File: src/rtl/alu_pkg.sv
`default_nettype none
// +--------------------------------------------------------------------+
// | alu_pkg : shared ALUOp / funct / ALU control codes and FSM states   |
// | Revision: 1.0                                                       |
// +--------------------------------------------------------------------+
package alu_pkg;

  localparam logic [1:0] ALUOP_R   = 2'b00;
  localparam logic [1:0] ALUOP_ADD = 2'b01;
  localparam logic [1:0] ALUOP_SUB = 2'b10;
  localparam logic [1:0] ALUOP_RSV = 2'b11;

  localparam logic [5:0] FUNCT_ADD = 6'b100000;
  localparam logic [5:0] FUNCT_MUL = 6'b011000;
  localparam logic [5:0] FUNCT_SUB = 6'b100010;
  localparam logic [5:0] FUNCT_AND = 6'b100100;
  localparam logic [5:0] FUNCT_OR  = 6'b100101;

  localparam logic [2:0] CTRL_ADD = 3'b000;
  localparam logic [2:0] CTRL_MUL = 3'b001;
  localparam logic [2:0] CTRL_SUB = 3'b010;
  localparam logic [2:0] CTRL_AND = 3'b011;
  localparam logic [2:0] CTRL_OR  = 3'b100;

  typedef enum logic [1:0] {
    IDLE = 2'd0,
    EXEC = 2'd1,
    DONE = 2'd2
  } state_t;

endpackage
`default_nettype wire

File: src/rtl/alu_arbiter_if.sv
`default_nettype none
// +--------------------------------------------------------------------+
// | alu_arbiter_if : two request ports, one result port, busy flag      |
// | Revision: 1.0                                                       |
// +--------------------------------------------------------------------+
interface alu_arbiter_if #(
  parameter int DATA_W = 32
);
  logic              req0_valid_i;
  logic              req0_ready_o;
  logic [5:0]        req0_funct_i;
  logic [1:0]        req0_aluop_i;
  logic [DATA_W-1:0] req0_a_i;
  logic [DATA_W-1:0] req0_b_i;

  logic              req1_valid_i;
  logic              req1_ready_o;
  logic [5:0]        req1_funct_i;
  logic [1:0]        req1_aluop_i;
  logic [DATA_W-1:0] req1_a_i;
  logic [DATA_W-1:0] req1_b_i;

  logic              res_valid_o;
  logic              res_ready_i;
  logic              res_id_o;
  logic [DATA_W-1:0] res_data_o;
  logic [2:0]        res_ctrl_o;
  logic              busy_o;

  modport master (
    output req0_valid_i, req0_funct_i, req0_aluop_i, req0_a_i, req0_b_i,
    output req1_valid_i, req1_funct_i, req1_aluop_i, req1_a_i, req1_b_i,
    output res_ready_i,
    input  req0_ready_o, req1_ready_o,
    input  res_valid_o, res_id_o, res_data_o, res_ctrl_o, busy_o
  );

  modport slave (
    input  req0_valid_i, req0_funct_i, req0_aluop_i, req0_a_i, req0_b_i,
    input  req1_valid_i, req1_funct_i, req1_aluop_i, req1_a_i, req1_b_i,
    input  res_ready_i,
    output req0_ready_o, req1_ready_o,
    output res_valid_o, res_id_o, res_data_o, res_ctrl_o, busy_o
  );
endinterface
`default_nettype wire

File: src/rtl/alu_ctrl_decode.sv
`default_nettype none
// +--------------------------------------------------------------------+
// | alu_ctrl_decode : (funct, ALUOp) -> 3-bit ALU control, combinational|
// | Revision: 1.0                                                       |
// +--------------------------------------------------------------------+
module alu_ctrl_decode
  import alu_pkg::*;
(
  input  logic [5:0] funct,
  input  logic [1:0] aluop,
  output logic [2:0] ctrl
);

  always_comb begin
    ctrl = CTRL_ADD;
    case (aluop)
      ALUOP_ADD, ALUOP_RSV: ctrl = CTRL_ADD;
      ALUOP_SUB:            ctrl = CTRL_SUB;
      ALUOP_R: begin
        case (funct)
          FUNCT_ADD: ctrl = CTRL_ADD;
          FUNCT_MUL: ctrl = CTRL_MUL;
          FUNCT_SUB: ctrl = CTRL_SUB;
          FUNCT_AND: ctrl = CTRL_AND;
          FUNCT_OR:  ctrl = CTRL_OR;
          default:   ctrl = CTRL_ADD;
        endcase
      end
    endcase
  end

endmodule
`default_nettype wire

File: src/rtl/alu_arbiter.sv
`default_nettype none
// +--------------------------------------------------------------------+
// | alu_arbiter : round-robin two-port front end to a shared ALU        |
// | Revision: 1.0                                                       |
// +--------------------------------------------------------------------+
module alu_arbiter
  import alu_pkg::*;
#(
  parameter int DATA_W  = 32,
  parameter int MUL_LAT = 3
) (
  input  logic          clk_i,
  input  logic          rst_i,
  alu_arbiter_if.slave  bus
);

  state_t            state;
  logic              last_grant;
  logic              grant_ok;
  logic              pick;
  logic              rdy0;
  logic              rdy1;
  logic              accept;
  logic [5:0]        sel_funct;
  logic [1:0]        sel_aluop;
  logic [2:0]        sel_ctrl;
  logic [DATA_W-1:0] sel_a;
  logic [DATA_W-1:0] sel_b;

  logic [3:0]        cnt;
  logic [DATA_W-1:0] op_a;
  logic [DATA_W-1:0] op_b;
  logic [2:0]        op_ctrl;
  logic              op_id;
  logic [DATA_W-1:0] alu_y;

  logic              res_valid;
  logic              res_id;
  logic [DATA_W-1:0] res_data;
  logic [2:0]        res_ctrl;

  // A grant is only offered when the result slot is free or being freed this cycle.
  always_comb begin
    grant_ok = rst_i && ((state == IDLE) || ((state == DONE) && bus.res_ready_i));
    if (bus.req0_valid_i && bus.req1_valid_i)
      pick = ~last_grant;
    else
      pick = bus.req1_valid_i;
    rdy0      = grant_ok && bus.req0_valid_i && !pick;
    rdy1      = grant_ok && bus.req1_valid_i && pick;
    sel_funct = pick ? bus.req1_funct_i : bus.req0_funct_i;
    sel_aluop = pick ? bus.req1_aluop_i : bus.req0_aluop_i;
    sel_a     = pick ? bus.req1_a_i     : bus.req0_a_i;
    sel_b     = pick ? bus.req1_b_i     : bus.req0_b_i;
  end

  assign accept = rdy0 | rdy1;

  alu_ctrl_decode u_decode (
    .funct (sel_funct),
    .aluop (sel_aluop),
    .ctrl  (sel_ctrl)
  );

  always_comb begin
    case (op_ctrl)
      CTRL_ADD: alu_y = op_a + op_b;
      CTRL_MUL: alu_y = op_a * op_b;
      CTRL_SUB: alu_y = op_a - op_b;
      CTRL_AND: alu_y = op_a & op_b;
      CTRL_OR:  alu_y = op_a | op_b;
      default:  alu_y = op_a + op_b;
    endcase
  end

  always_ff @(posedge clk_i) begin
    if (!rst_i) begin
      state      <= IDLE;
      last_grant <= 1'b1;
      cnt        <= 4'd0;
      op_a       <= '0;
      op_b       <= '0;
      op_ctrl    <= CTRL_ADD;
      op_id      <= 1'b0;
      res_valid  <= 1'b0;
      res_id     <= 1'b0;
      res_data   <= '0;
      res_ctrl   <= CTRL_ADD;
    end else begin
      // Accepts only happen in IDLE or DONE, so they never collide with the EXEC countdown.
      if (accept) begin
        op_a       <= sel_a;
        op_b       <= sel_b;
        op_ctrl    <= sel_ctrl;
        op_id      <= pick;
        last_grant <= pick;
        cnt        <= (sel_ctrl == CTRL_MUL) ? 4'(MUL_LAT) : 4'd1;
      end
      case (state)
        IDLE: begin
          if (accept) state <= EXEC;
        end
        EXEC: begin
          if (cnt == 4'd1) begin
            state     <= DONE;
            res_valid <= 1'b1;
            res_data  <= alu_y;
            res_id    <= op_id;
            res_ctrl  <= op_ctrl;
          end else begin
            cnt <= cnt - 4'd1;
          end
        end
        DONE: begin
          if (bus.res_ready_i) begin
            res_valid <= 1'b0;
            state     <= accept ? EXEC : IDLE;
          end
        end
        default: state <= IDLE;
      endcase
    end
  end

  assign bus.req0_ready_o = rdy0;
  assign bus.req1_ready_o = rdy1;
  assign bus.res_valid_o  = res_valid;
  assign bus.res_id_o     = res_id;
  assign bus.res_data_o   = res_data;
  assign bus.res_ctrl_o   = res_ctrl;
  assign bus.busy_o       = (state != IDLE);

endmodule
`default_nettype wire

File: src/flat_wrapper.sv
// flat-port wrapper written by rule: the top's interface ports become plain ports
module alu_arbiter_flat import alu_pkg::*;
#(
  parameter int DATA_W  = 32,
  parameter int MUL_LAT = 3
)
  (clk_i, rst_i, bus_req0_valid_i, bus_req0_funct_i, bus_req0_aluop_i, bus_req0_a_i, bus_req0_b_i, bus_req1_valid_i, bus_req1_funct_i, bus_req1_aluop_i, bus_req1_a_i, bus_req1_b_i, bus_res_ready_i, bus_req0_ready_o, bus_req1_ready_o, bus_res_valid_o, bus_res_id_o, bus_res_data_o, bus_res_ctrl_o, bus_busy_o);
  alu_arbiter_if #(.DATA_W(DATA_W)) bus_i ();
  input  logic clk_i;
  input  logic rst_i;
  input wire logic [$bits(bus_i.req0_valid_i)-1:0] bus_req0_valid_i;
  input wire logic [$bits(bus_i.req0_funct_i)-1:0] bus_req0_funct_i;
  input wire logic [$bits(bus_i.req0_aluop_i)-1:0] bus_req0_aluop_i;
  input wire logic [$bits(bus_i.req0_a_i)-1:0] bus_req0_a_i;
  input wire logic [$bits(bus_i.req0_b_i)-1:0] bus_req0_b_i;
  input wire logic [$bits(bus_i.req1_valid_i)-1:0] bus_req1_valid_i;
  input wire logic [$bits(bus_i.req1_funct_i)-1:0] bus_req1_funct_i;
  input wire logic [$bits(bus_i.req1_aluop_i)-1:0] bus_req1_aluop_i;
  input wire logic [$bits(bus_i.req1_a_i)-1:0] bus_req1_a_i;
  input wire logic [$bits(bus_i.req1_b_i)-1:0] bus_req1_b_i;
  input wire logic [$bits(bus_i.res_ready_i)-1:0] bus_res_ready_i;
  output wire logic [$bits(bus_i.req0_ready_o)-1:0] bus_req0_ready_o;
  output wire logic [$bits(bus_i.req1_ready_o)-1:0] bus_req1_ready_o;
  output wire logic [$bits(bus_i.res_valid_o)-1:0] bus_res_valid_o;
  output wire logic [$bits(bus_i.res_id_o)-1:0] bus_res_id_o;
  output wire logic [$bits(bus_i.res_data_o)-1:0] bus_res_data_o;
  output wire logic [$bits(bus_i.res_ctrl_o)-1:0] bus_res_ctrl_o;
  output wire logic [$bits(bus_i.busy_o)-1:0] bus_busy_o;
  assign bus_i.req0_valid_i = bus_req0_valid_i;
  assign bus_i.req0_funct_i = bus_req0_funct_i;
  assign bus_i.req0_aluop_i = bus_req0_aluop_i;
  assign bus_i.req0_a_i = bus_req0_a_i;
  assign bus_i.req0_b_i = bus_req0_b_i;
  assign bus_i.req1_valid_i = bus_req1_valid_i;
  assign bus_i.req1_funct_i = bus_req1_funct_i;
  assign bus_i.req1_aluop_i = bus_req1_aluop_i;
  assign bus_i.req1_a_i = bus_req1_a_i;
  assign bus_i.req1_b_i = bus_req1_b_i;
  assign bus_i.res_ready_i = bus_res_ready_i;
  assign bus_req0_ready_o = bus_i.req0_ready_o;
  assign bus_req1_ready_o = bus_i.req1_ready_o;
  assign bus_res_valid_o = bus_i.res_valid_o;
  assign bus_res_id_o = bus_i.res_id_o;
  assign bus_res_data_o = bus_i.res_data_o;
  assign bus_res_ctrl_o = bus_i.res_ctrl_o;
  assign bus_busy_o = bus_i.busy_o;
  alu_arbiter #(.DATA_W(DATA_W), .MUL_LAT(MUL_LAT)) u_core (.clk_i(clk_i), .rst_i(rst_i), .bus(bus_i));
endmodule
File: config.mk
export PLATFORM = sky130hd
export DESIGN_NAME = alu_arbiter_flat
export DESIGN_NICKNAME = d
export VERILOG_FILES = /design/src/rtl/alu_pkg.sv /design/src/rtl/alu_arbiter_if.sv /design/src/rtl/alu_ctrl_decode.sv /design/src/rtl/alu_arbiter.sv /design/src/flat_wrapper.sv
export SDC_FILE = /design/constraint.sdc
export NUM_CORES = 2
export LEC_CHECK = 0
export CAP_MARGIN = 20
export CORE_AREA = 2 2 227 229
export CTS_CLUSTER_SIZE = 8
export DETAILED_ROUTE_END_ITERATION = 8
export DIE_AREA = 0 0 229 231
export HOLD_SLACK_MARGIN = 0.05
export PLACE_DENSITY = 0.66
export SYNTH_ARGS = -nofsm -noshare
export SYNTH_HDL_FRONTEND = slang
export SYNTH_SLANG_ARGS = --single-unit
File: constraint.sdc
create_clock -name clk_i -period 9.2 [get_ports clk_i]
set_input_delay 1.38 -clock clk_i [delete_from_list [all_inputs] [get_ports clk_i]]
set_output_delay 1.38 -clock clk_i [all_outputs]
set_load 0.05 [all_outputs]
==> flow_summary.json <==
{
  "vias": 19200,
  "cpMostUsedCell": "fa_1",
  "crit_family": "adder cells",
  "stdcell_area_sq_mm": 0.0262,
  "wirelength_um": 73800,
  "yosysWarnings": 0,
  "area_growth_pct": 11.9,
  "clock_sink_count": 112,
  "ant_nets": 0,
  "synth_most_common_cell": "fa_1",
  "pin_count": 189,
  "grt_max_degree": 78,
  "synthTopCellsByArea": "fa_1 (35%), dfxtp_1 (9.6%), ha_1 (8.5%), and2_1 (8.3%), inv_1 (6.1%)",
  "antenna_cells": 0,
  "gp_congestion": 0.960,
  "synth.cell_area_sq_mm": 0.0234,
  "die_x_um": 229,
  "required_ns": 9.52,
  "syn_inst": 2703,
  "rsz0062_at_grt": "false",
  "yosysTopAreaCell": "fa_1",
  "p_leak_nw": 12.1,
  "path_clk_slew_ns": 0.10,
  "synth_common_cells": "fa_1 (409), inv_1 (379), nand2_1 (311)",
  "htreeDepth": 3,
  "synth_seq_area_share": 0.0959,
  "register_area_sq_mm": 0.00224,
  "via_per_inst": 5.55,
  "core-area_sq_mm": 0.0507,
  "cts_resized": 0,
  "track_usage": 0.285,
  "finClkSkew_ns": 0.0222,
  "slowest_delay_ns": 1.04,
  "final_core_util": 0.516,
  "cts_made_buffers": 9,
  "outcome": "finished clean",
  "cp_cell_sequence": "and2_1 > fa_1 > fa_1 > fa_1 > inv_1 > fa_1 > inv_1 > fa_1 > inv_1 > fa_1 > inv_1 > fa_1 > fa_1 > ha_1 > a21o_1 > or4_1 > o22ai_1 > nand4_1 > nand3b_1 > a31oi_1 > a31oi_1 > xnor2_1 > a21oi_1 > a211oi_2",
  "start_kind": "flop",
  "max_slew_margin": 0.253,
  "synth.net_count": 3420,
  "path_class": "flop to flop",
  "wl_per_cell_um": 21.3,
  "timing.setup.tns_ns": 0,
  "tritoncts": "built",
  "path_buf_inv": 4,
  "cts.path.max_buffers": 2,
  "die_h_um": 231,
  "hold_violations": 0,
  "hold_path.class": "flop to flop",
  "arrival_ns": 8.32,
  "synth_edf_count": 0,
  "post_dp_cell_area_sq_mm": 0.0258,
  "crit_slowest_cell": "dfxtp_1",
  "async_reset_ff_frac": 0,
  "root_buffer": "clkbuf_16",
  "drive_gt1_frac": 0.0339,
  "cp_max_fo": 24,
  "grt-ovfl-total": 0,
  "fmax_mhz": 125,
  "fin_crit_ns": 8.00,
  "antenna_found_initial": 3,
  "tightest_slew_ns": 1.11,
  "maxCapViolCount": 0,
  "syn_area_per_cell_sq_um": 8.65,
  "numPortBuffers": 188,
  "grt_pass1_wl_um": 116000,
  "hpwl_um": 59100,
  "fin_nets": 3487,
  "hold_depth": 2,
  "worstRegToRegCells": 24,
  "insertion_delay_ns": 0.40,
  "synth_flop_cell": "dfxtp_1",
  "power_mw": 3.61,
  "multiInputGateArea_sq_mm": 0.0190,
  "post_cts_buffers": 0,
  "cp.depth": 24,
  "drtIter0Drc": 1441,
  "hold_buffers": 0,
  "synth.distinct_cells": 69,
  "route.detailed.drc": 0,
  "ys_ff_latch": 112,
  "grt_pass1_vias": 20100,
  "die_area_sq_mm": 0.0529,
  "fill_cells": 4835,
  "initial_utilization": 0.461,
  "synth_top_area_share": 0.350,
  "num_rows": 83,
  "slew_violations": 0,
  "finalSetupViolations": 0,
  "peakVddDrop_uv": 118,
  "firstDrtPassIters": 5,
  "p_per_area_mw_per_mm2": 138,
  "finalCritPeriodShare": 0.870,
  "end_kind": "flop"
}
==> tightest hold or removal path, cell delays in order (launching register included) <==
cell     delay, ns
dfxtp_1       0.32
nand2_1       0.05
a21oi_1       0.05
==> power by group <==
group          internal [mW]  leakage, nW  switching, mW  total (mW)
Clock                  0.201        0.154          0.246       0.446
Combinational           1.04         11.0           1.44        2.48
Sequential             0.525        0.919          0.153       0.678
Total                   1.77         12.1           1.84        3.61
==> cells by family after synthesis <==
kind of cell | synth area share
flops | 0.0959
buf+inv | 0.0917
xor+xnor | 0.0543
simple gates | 0.185
mux | 0.0322
compound gates | 0.106
fa+ha+maj | 0.435
==> cell type report <==
| cell class | instances | share of cell area |
|---|---|---|
| multi-input combinational | 2025 | 0.727 |
| inverter | 380 | 0.0545 |
| clock inverter | 7 | 0.00359 |
| timing repair buffer | 242 | 0.0879 |
| clock buffer | 9 | 0.00861 |
| sequential | 112 | 0.0857 |
| tap | 680 | 0.0325 |
==> metrics by stage <==
step,cells,hold slack [ns],setup WS (ns)
after global placement,3439,0.444,1.49
after floorplan,2703,0.432,2.03
after detailed placement,3439,0.452,1.27
after global routing,3455,0.473,0.853
after CTS,3455,0.444,1.22
final,3455,0.442,1.20
==> routing by layer <==
| metal | routed length (um) | up-vias | share of wire | track usage |
|---|---|---|---|---|
| li1 | - | 8655 | - | - |
| met1 | 30200 | 9458 | 0.41 | 0.375 |
| met2 | 34100 | 869 | 0.46 | 0.469 |
| met3 | 6580 | 172 | 0.089 | 0.0540 |
| met4 | 2880 | 4 | 0.039 | 0.104 |
| met5 | 26 | - | 0.00035 | 0 |
==> layout by cell type (no fill, tap or decap), types with 9 or more instances in the layout <==
cell	instances
o21ai_0	71
nand3_1	10
buf_4	53
nor2_1	151
nor2b_1	9
xnor2_1	84
o31ai_1	12
a31oi_1	15
dfxtp_1	112
ha_1	159
a21oi_1	71
mux2i_1	73
inv_1	379
nand2_1	311
a21o_1	23
fa_1	409
xor2_1	61
nor3_1	17
and2_1	310
nand2b_1	19
a211oi_1	75
a221oi_1	22
clkdlybuf4s50_1	188
clkbuf_16	9
a221o_1	9
o211ai_1	9
==> registers in the layout, indices dropped and copies added (netlist names) <==
register and count:
u_core.bus.res_id_o 1, u_core.state 2, u_core.cnt 4, u_core.last_grant 1, u_core.op_ctrl 3, u_core.op_a 32
u_core.bus.res_valid_o 1, u_core.op_b 32, u_core.bus.res_ctrl_o 3, u_core.bus.res_data_o 32, u_core.op_id 1
==> final timing paths <==
kind | start | to | slack, ns
hold / removal | u_core.op_id | u_core.bus.res_id_o | 0.44
setup reg to reg | u_core.op_a[12] | u_core.bus.res_data_o[31] | 1.20
hold reg to reg | u_core.op_id | u_core.bus.res_id_o | 0.44
setup / recovery | u_core.op_a[12] | u_core.bus.res_data_o[31] | 1.20
(Power assumes the default switching activity.)
